$ cat src/rtl/sr_row_feeder_pkg.sv
// Shared types and constants for the SR row feeder: pixel/row/window shapes,
// counter widths, FSM states and the offset clamp helper.
package sr_row_feeder_pkg;

  localparam int DATAWIDTH   = 8;
  localparam int ROW_PIXELS  = 16;
  localparam int WIN_PIXELS  = 8;
  localparam int NUM_ROWS    = 8;
  localparam int READ_CYCLES = 50;
  localparam int MAX_OFFSET  = 8;
  localparam int OFF_W       = 4;
  localparam int ADDR_W      = 4;
  localparam int ISSUE_W     = $clog2(NUM_ROWS + 1);
  localparam int ROWCNT_W    = $clog2(NUM_ROWS);
  localparam int READ_W      = $clog2(READ_CYCLES);

  typedef logic [ROW_PIXELS-1:0][DATAWIDTH-1:0] row_t;
  typedef logic [WIN_PIXELS-1:0][DATAWIDTH-1:0] win_t;

  typedef enum logic [1:0] {
    ST_IDLE,
    ST_FETCH,
    ST_READ,
    ST_DONE
  } state_t;

  // Offsets above MAX_OFFSET would push the window or row range past the block edge.
  function automatic logic [OFF_W-1:0] clamp_offset(input logic [OFF_W-1:0] off);
    return (off > OFF_W'(MAX_OFFSET)) ? OFF_W'(MAX_OFFSET) : off;
  endfunction

endpackage

$ cat src/rtl/sr_row_feeder_if.sv
// Row-memory read port plus the row/window bus towards the FME shift register.
interface sr_row_feeder_if;
  import sr_row_feeder_pkg::*;

  logic              mem_en;
  logic [ADDR_W-1:0] mem_addr;
  row_t              mem_rdata;
  logic              stall;
  win_t              win;
  logic              sr_enable;
  logic              sr_enable_read;

  modport master (
    output mem_en, mem_addr, win, sr_enable, sr_enable_read,
    input  mem_rdata, stall
  );

  modport slave (
    input  mem_en, mem_addr, win, sr_enable, sr_enable_read,
    output mem_rdata, stall
  );

endinterface

$ cat src/rtl/sr_row_feeder_window_sel.sv
// Combinational 16->8 pixel window mux: win_o[k] = row_i[col_offset_i + k].
module sr_row_feeder_window_sel
  import sr_row_feeder_pkg::*;
(
  input  row_t             row_i,
  input  logic [OFF_W-1:0] col_offset_i,
  output win_t             win_o
);

  // col_offset_i is already clamped, so col+k never exceeds the last pixel.
  for (genvar gi = 0; gi < WIN_PIXELS; gi++) begin : g_pix
    logic [OFF_W-1:0] idx;
    assign idx       = col_offset_i + OFF_W'(gi);
    assign win_o[gi] = row_i[idx];
  end

endmodule

$ cat src/rtl/sr_row_feeder.sv
// Streams NUM_ROWS windowed rows from the row memory to the SR interface,
// then holds the read phase for READ_CYCLES cycles and pulses done.
module sr_row_feeder
  import sr_row_feeder_pkg::*;
(
  input  logic             clk,
  input  logic             rst_n,
  input  logic             start_i,
  input  logic [OFF_W-1:0] col_offset_i,
  input  logic [OFF_W-1:0] row_offset_i,
  output logic             busy_o,
  output logic             done_o,
  sr_row_feeder_if.master  bus
);

  state_t              state_q;
  logic [OFF_W-1:0]    col_q;
  logic [OFF_W-1:0]    row_q;
  logic [ISSUE_W-1:0]  issue_cnt_q;
  logic [ROWCNT_W-1:0] row_cnt_q;
  logic [READ_W-1:0]   read_cnt_q;
  logic                inflight_q;
  logic                skid_v_q;
  win_t                skid_q;
  win_t                out_q;
  logic                sr_en_q;
  logic                sr_rd_q;
  logic                busy_q;
  logic                done_q;

  win_t                arr_win;
  logic                issue;
  logic                consume;

  sr_row_feeder_window_sel u_sel (
    .row_i        (bus.mem_rdata),
    .col_offset_i (col_q),
    .win_o        (arr_win)
  );

  // Stall gates both the read strobe and the row strobe in the same cycle, so at
  // most one read can land while stalled and a single skid entry suffices.
  assign issue   = (state_q == ST_FETCH) && (issue_cnt_q != ISSUE_W'(NUM_ROWS)) && !bus.stall;
  assign consume = sr_en_q && !bus.stall;

  assign bus.mem_en         = issue;
  assign bus.mem_addr       = row_q + ADDR_W'(issue_cnt_q);
  assign bus.win            = out_q;
  assign bus.sr_enable      = consume;
  assign bus.sr_enable_read = sr_rd_q;
  assign busy_o             = busy_q;
  assign done_o             = done_q;

  always_ff @(posedge clk or negedge rst_n) begin
    if (!rst_n) begin
      state_q     <= ST_IDLE;
      col_q       <= '0;
      row_q       <= '0;
      issue_cnt_q <= '0;
      row_cnt_q   <= '0;
      read_cnt_q  <= '0;
      inflight_q  <= 1'b0;
      skid_v_q    <= 1'b0;
      skid_q      <= '0;
      out_q       <= '0;
      sr_en_q     <= 1'b0;
      sr_rd_q     <= 1'b0;
      busy_q      <= 1'b0;
      done_q      <= 1'b0;
    end else begin
      done_q     <= 1'b0;
      inflight_q <= issue;
      case (state_q)
        ST_IDLE: begin
          if (start_i) begin
            state_q     <= ST_FETCH;
            busy_q      <= 1'b1;
            col_q       <= clamp_offset(col_offset_i);
            row_q       <= clamp_offset(row_offset_i);
            issue_cnt_q <= '0;
            row_cnt_q   <= '0;
            read_cnt_q  <= '0;
            skid_v_q    <= 1'b0;
            sr_en_q     <= 1'b0;
          end
        end

        ST_FETCH: begin
          if (issue) begin
            issue_cnt_q <= issue_cnt_q + 1'b1;
          end
          if (!bus.stall) begin
            // The pending row (if any) is taken this cycle; refill skid entry first.
            if (skid_v_q) begin
              out_q    <= skid_q;
              sr_en_q  <= 1'b1;
              skid_v_q <= inflight_q;
              if (inflight_q) begin
                skid_q <= arr_win;
              end
            end else if (inflight_q) begin
              out_q   <= arr_win;
              sr_en_q <= 1'b1;
            end else begin
              sr_en_q <= 1'b0;
            end
            if (consume) begin
              if (row_cnt_q == ROWCNT_W'(NUM_ROWS - 1)) begin
                state_q    <= ST_READ;
                sr_rd_q    <= 1'b1;
                read_cnt_q <= '0;
                sr_en_q    <= 1'b0;
              end else begin
                row_cnt_q <= row_cnt_q + 1'b1;
              end
            end
          end else if (inflight_q) begin
            skid_q   <= arr_win;
            skid_v_q <= 1'b1;
          end
        end

        ST_READ: begin
          if (read_cnt_q == READ_W'(READ_CYCLES - 1)) begin
            state_q <= ST_DONE;
            sr_rd_q <= 1'b0;
            done_q  <= 1'b1;
            busy_q  <= 1'b0;
          end else begin
            read_cnt_q <= read_cnt_q + 1'b1;
          end
        end

        ST_DONE: begin
          state_q <= ST_IDLE;
        end

        default: state_q <= ST_IDLE;
      endcase
    end
  end

endmodule

$ cat src/flat_wrapper.sv
// flat-port wrapper written by rule: the top's interface ports become plain ports
module sr_row_feeder_flat import sr_row_feeder_pkg::*;
  (clk, rst_n, start_i, col_offset_i, row_offset_i, busy_o, done_o, bus_mem_en, bus_mem_addr, bus_win, bus_sr_enable, bus_sr_enable_read, bus_mem_rdata, bus_stall);
  sr_row_feeder_if bus_i ();
  input  logic clk;
  input  logic rst_n;
  input  logic start_i;
  input  logic [OFF_W-1:0] col_offset_i;
  input  logic [OFF_W-1:0] row_offset_i;
  output logic busy_o;
  output logic done_o;
  output wire logic [$bits(bus_i.mem_en)-1:0] bus_mem_en;
  output wire logic [$bits(bus_i.mem_addr)-1:0] bus_mem_addr;
  output wire logic [$bits(bus_i.win)-1:0] bus_win;
  output wire logic [$bits(bus_i.sr_enable)-1:0] bus_sr_enable;
  output wire logic [$bits(bus_i.sr_enable_read)-1:0] bus_sr_enable_read;
  input wire logic [$bits(bus_i.mem_rdata)-1:0] bus_mem_rdata;
  input wire logic [$bits(bus_i.stall)-1:0] bus_stall;
  assign bus_mem_en = bus_i.mem_en;
  assign bus_mem_addr = bus_i.mem_addr;
  assign bus_win = bus_i.win;
  assign bus_sr_enable = bus_i.sr_enable;
  assign bus_sr_enable_read = bus_i.sr_enable_read;
  assign bus_i.mem_rdata = bus_mem_rdata;
  assign bus_i.stall = bus_stall;
  sr_row_feeder u_core (.clk(clk), .rst_n(rst_n), .start_i(start_i), .col_offset_i(col_offset_i), .row_offset_i(row_offset_i), .busy_o(busy_o), .done_o(done_o), .bus(bus_i));
endmodule
$ cat config.mk
export PLATFORM = sky130hd
export DESIGN_NAME = sr_row_feeder_flat
export DESIGN_NICKNAME = d
export VERILOG_FILES = /design/src/rtl/sr_row_feeder_pkg.sv /design/src/rtl/sr_row_feeder_if.sv /design/src/rtl/sr_row_feeder_window_sel.sv /design/src/rtl/sr_row_feeder.sv /design/src/flat_wrapper.sv
export SDC_FILE = /design/constraint.sdc
export NUM_CORES = 1
export LEC_CHECK = 0
export ABC_AREA = 1
export BUFFER_PORTS_ARGS = -buffer_cell sky130_fd_sc_hd__buf_2
export CAP_MARGIN = 20
export CORE_ASPECT_RATIO = 0.9
export CORE_MARGIN = 2
export CORE_UTILIZATION = 24
export CTS_CLUSTER_SIZE = 40
export DETAILED_ROUTE_END_ITERATION = 12
export PLACE_DENSITY = 0.46
export SLEW_MARGIN = 20
export SYNTH_ARGS = -nofsm -noshare
export SYNTH_HDL_FRONTEND = slang
export SYNTH_HIERARCHICAL = 1
export SYNTH_SLANG_ARGS = --single-unit
$ cat constraint.sdc
create_clock -name clk -period 4.5 [get_ports clk]
set_clock_uncertainty 0.2 [all_clocks]
set_input_delay 0.45 -clock clk [delete_from_list [all_inputs] [get_ports clk]]
set_output_delay 0.45 -clock clk [all_outputs]
set_load 0.03 [all_outputs]
# == Word level (Yosys, flattened, before mapping) ==
# Cells that the tools add are included.
# totals
ff_bits,157
latch_bits,0
ramBits,0
romBits,0
inputBits,140
elab_cells,150
mem_count,0
# op_classes
add_sub_neg,11
n_mul,0
div,0
order_cmp,10
eq_ne,15
n_shift,0
muxes,63
bitwise,1
reduce_logical,22
# ops
operator,n
$mux W64,5
$bmux W8 S4,8
$mux W8,8
$lt A4 B5 Y1 const B,8
$mux W6,5
$pmux W6 S3,1
$add A4 B3 Y4 const B,4
$mux W1,16
$mux W4,4
$reduce_and A3 Y1,5
$reduce_and A5 Y1,3
$mux W3,4
$ne A2 B2 Y1 const B,6
$mux W2,5
$reduce_bool A2 Y1,5
$add A4 B1 Y4 const B,2
$add A4 B2 Y4 const B,2
$gt A4 B4 Y1 const B,2
$pmux W1 S2,4
$pmux W2 S4,1
$pmux W4 S2,1
$add A6 B1 Y6 const B,1
$eq A6 B6 Y1 const B,1
$pmux W3 S2,1
other kinds (15),20

# == Depth between registers and ports, before layout ==
# depth
depth_word,6
ltp_mapped,17
ltp_nobuf,13

# == Cells and area by module ==
# The synthesis kept the hierarchy.
# modules_own_cells
module,instances,cells_each,area_each_um2
sr_row_feeder,1,830,7015.5
sr_row_feeder_window_sel,1,1155,5367.6

# == Least setup slack after synthesis ==
# No wires, ideal clock.
# synth_timing
kind,reg-to-reg
startpoint,register u_core.col_q[1]
endpoint,register u_core.out_q (netlist bit u_core/bus.win[20])
setup_ns,0.077
arrival_ns,2.206
required_ns,4.223
setup_slack_ns,2.017
path_stages_with_launch,16
period_less_slack_ns,2.483
cell_sequence,dfrtp_1 > inv_1 > buf_2 > buf_2 > ha_1 > clkbuf_1 > inv_1 > clkbuf_1 > nand3_1 > nand2_1 > nand2_1 > nand2_1 > inv_1 > nand2_1 > o21ai_0 > a21oi_1
# synth_rtl
item,line,rtl
"start, declared",sr_row_feeder.sv:17,logic [OFF_W-1:0] col_q;
"start signal, assigned",sr_row_feeder.sv:78,col_q <= clamp_offset(col_offset_i);
"end signal, assigned",sr_row_feeder.sv:95,out_q <= skid_q;
"end signal, assigned",sr_row_feeder.sv:102,out_q <= arr_win;
"end, declared",sr_row_feeder.sv:25,win_t out_q;

==> impl_metrics.csv <==
group,metric,value,unit
sta,slew_headroom,0.268,
clocking,cts_sinks,157,
placed_design,place.port_buffers,212,
synthesis,synth_compound_area_frac,0.0894,
setup_path,cp_num_buf_inv,4,
floorplan,die_h,219,um
grt,use_met2,0.336,
grt,groute.usage.overall,0.208,
grt,grt_start_max_net_pins,113,
setup_path,cp_max_fo,76,
sta,max_freq,280,MHz
synthesis,synth-async-reset-ratio,1.00,
sta,setup_slack,0.931,ns
synthesis,synth_fp_nets,2148,
routing,drt_wl_total,55900,um
synthesis,ys_warn_count,6,
sta,slew_viol_final,0,
synthesis,synth_top_family_by_area,"simple AND/OR/NAND/NOR gates",
setup_path,cp_cell_sequence,"buf_4 > buf_4 > nand2_1 > nand2_1 > xor2_2 > inv_2 > nand2_1 > nand2_1 > inv_1 > nand2_1 > o21ai_0 > a21oi_1",
setup_path,path_class,"reg2reg",
clocking,cts_tree,"yes",
sta,setup_viol,0,
status,outcome,"completed",
clocking,cts_root_buffer,"clkbuf_16",
placed_design,dpl.hpwl,42200,um
setup_path,r2r-end,"u_core/bus.win[46]",
clocking,post-cts-setup-buffers,0,
grt,globalRouteMet3Util,0.0560,
clocking,insertion_delay,0.45,ns
synthesis,synth_xor_area_frac,0.0116,
grt,grt_pass1_vias,13500,
routing,vias_per_cell,5.04,
finish,fin_nets,2281,
synthesis,ys_seq_area_frac,0.317,
floorplan,dieArea,53400,um2
setup_path,critical_path.top_delay_family,"buffers and inverters",
setup_path,critPathMostFrequentCell,"nand2_1",
sta,post-route-period-util,0.793,
hold_path,hold_depth,2,
sta,tightest_slew,1.09,ns
clocking,clockBufferDepth,2,
grt,grt_overflow,0,
setup_path,rrSetupSlack,0.93,ns
routing,drtPass1Iterations,6,
placed_design,place.gp.congestion,0.938,
clocking,path_clk_slew,0.08,ns
setup_path,critical_path_cell_count,12,
setup_path,arrival,3.66,ns
floorplan,ioPinCount,213,
setup_path,cp_slowest_cell,"buf_4",
routing,num_vias,14200,
synthesis,synth_area,12400,um2
clocking,cts_resized,0,
floorplan,rows,78,
grt,busiest_layer,"met2",
setup_path,startpoint_type,"flip-flop",
grt,groute.layer.met1.usage,0.263,
sta,tns,0,ns
synthesis,synthCells,1985,
sta,rsz0062_at_grt,"false",
synthesis,synth_edf_count,0,
grt,grt_pass1_wl,83400,um
routing,drtAntennaViolNets,0,
floorplan,fp.dieW,243,um
clocking,htree_levels,4,
setup_path,reg2regPathDepth,12,
synthesis,ys_ff_latch,157,
synthesis,yosysUniqueCellTypes,32,
finish,drive_gt1_frac,0.138,
routing,wl_per_cell,19.9,um
sta,hold_viol_final,0,
floorplan,core-area,50700,um2
hold_path,min-delay-start,"row_offset_i[2]",
synthesis,synth-simple-area-share,0.468,
flow_run,drv_cap,0,
clocking,cts_buffers,17,
synthesis,synthAdderAreaFrac,0.0238,
hold_path,min_to,"u_core/row_q[2]",
sta,fin_crit,3.57,ns
setup_path,reg2reg_from,"u_core/col_q[0]",
synthesis,ys.flop_type,"dfrtp_1",
routing,drcViolationCount,0,
hold_path,min_path_type,"in2reg",
setup_path,critPathCaptureType,"flip-flop",
synthesis,synth_mux_area_frac,0,
finish,area_delta_synth_final,17.1,%
setup_path,cp.required,4.59,ns
synthesis,avgSynthCellArea,6.24,um2
setup_path,slowest_delay,0.65,ns
routing,drt_iter0_markers,1393,
floorplan,start_util,0.244,
grt,antenna_found_initial,4,
placed_design,pre_cts_ws,0.950,ns
## how the worst max path moves through the flow
stage | end | start | slack (ns)
2_1_floorplan | u_core/bus.win[20] | u_core/col_q[1] | 2.02
3_3_place_gp | u_core/bus.win[46] | u_core/col_q[0] | 0.91
3_5_place_dp | u_core/bus.win[46] | u_core/col_q[0] | 0.95
4_1_cts | u_core/bus.win[46] | u_core/col_q[0] | 0.94
5_1_grt | u_core/bus.win[47] | u_core/col_q[0] | 0.72
6_report | u_core/bus.win[46] | u_core/col_q[0] | 0.93
## worst reg2reg max path, delay by kind of cell, from the launching register on
kind,cells,cell delay (ns)
buffers and inverters,4,1.61
and+or+nand+nor,5,0.50
AOI/OAI and AO/OA,2,0.19
xor gates and xnor gates,1,0.48
DFF,1,0.44
## cell type report
class / count / area, um2
timing repair buffer: 239 / 1330
clock inverter: 12 / 161
fill: 5686 / 36200
tap: 680 / 851
multi-input combinational: 1599 / 7370
clock buffer: 20 / 447
inverter: 104 / 395
antenna: 3 / 7.51
sequential: 157 / 3930
## Yosys cell counts (13+ instances only)
library cell,number,area share
nand2_1,709,0.21
nand3_1,527,0.21
dfrtp_1,157,0.32
inv_1,96,0.029
nor2_1,86,0.026
o21ai_1,76,0.031
buf_2,71,0.029
a21oi_1,67,0.027
o21ai_0,61,0.025
clkbuf_1,24,0.0073
ha_1,22,0.022
nand4_1,19,0.0096
buf_6,15,0.014
buf_4,13,0.0079
## sequential cells by signal (all words and copies together) (netlist names)
signal	cells
u_core/bus.sr_enable_read	1
u_core/bus.win	64
u_core/busy_o	1
u_core/col_q	4
u_core/done_o	1
u_core/inflight_q	1
u_core/issue_cnt_q	4
u_core/read_cnt_q	6
u_core/row_cnt_q	3
u_core/row_q	4
u_core/skid_q	64
u_core/skid_v_q	1
u_core/sr_en_q	1
u_core/state_q	2
## metrics by stage
stage / cells / hold WS [ns] / area [um2] / utilization
2_1_floorplan: 1985 / -0.0456 / 12400 / -
3_3_place_gp: 2776 / 0.265 / 13800 / 0.273
3_5_place_dp: 2776 / 0.268 / 13800 / 0.273
4_1_cts: 2811 / 0.00332 / 14500 / 0.286
5_1_grt: 2813 / 0.0140 / 14500 / 0.286
6_report: 2814 / 0.0187 / 14500 / 0.286
## layout by cell type (no fill, tap or decap), drive strengths merged
master,count
nand2,710
nand3,527
buf,236
dfrtp,157
o21ai,137
inv,104
nor2,89
a21oi,68
ha,22
clkbuf,20
nand4,19
xor2,7
xnor2,6
clkinv,6
a22o,5
diode,3
clkinvlp,3
bufinv,3
dlygate4sd3,3
o211ai,2
or2,2
nor3,1
nand3b,1
a22oi,1
fa,1
a21boi,1
## per-layer routing
| layer | vias up | share of wire |
|---|---|---|
| met1 | 6671 | 0.43 |
| li1 | 6863 | - |
| met4 | 2 | 0.039 |
| met3 | 82 | 0.081 |
| met2 | 578 | 0.45 |
| met5 | - | 0.00013 |
## what timing repair did
item                                    4_1_cts  5_1_grt
hold endpoints to repair                     83        0
hold buffers                                  3        0
endpoints found under the setup margin        0        0
## logic make-up (layout without fill, tap and decap cells)
kind of cell,count (synthesis),after routing
other cells,0,3
compound gates,214,214
flops,157,157
simple gates,1349,1349
buf+inv,229,375
fa+ha+maj,23,23
xor+xnor,13,13
Power is left out: the tool's default activity adds up to more than one toggle a clock period on the data nets, which glitch-free logic cannot reach.
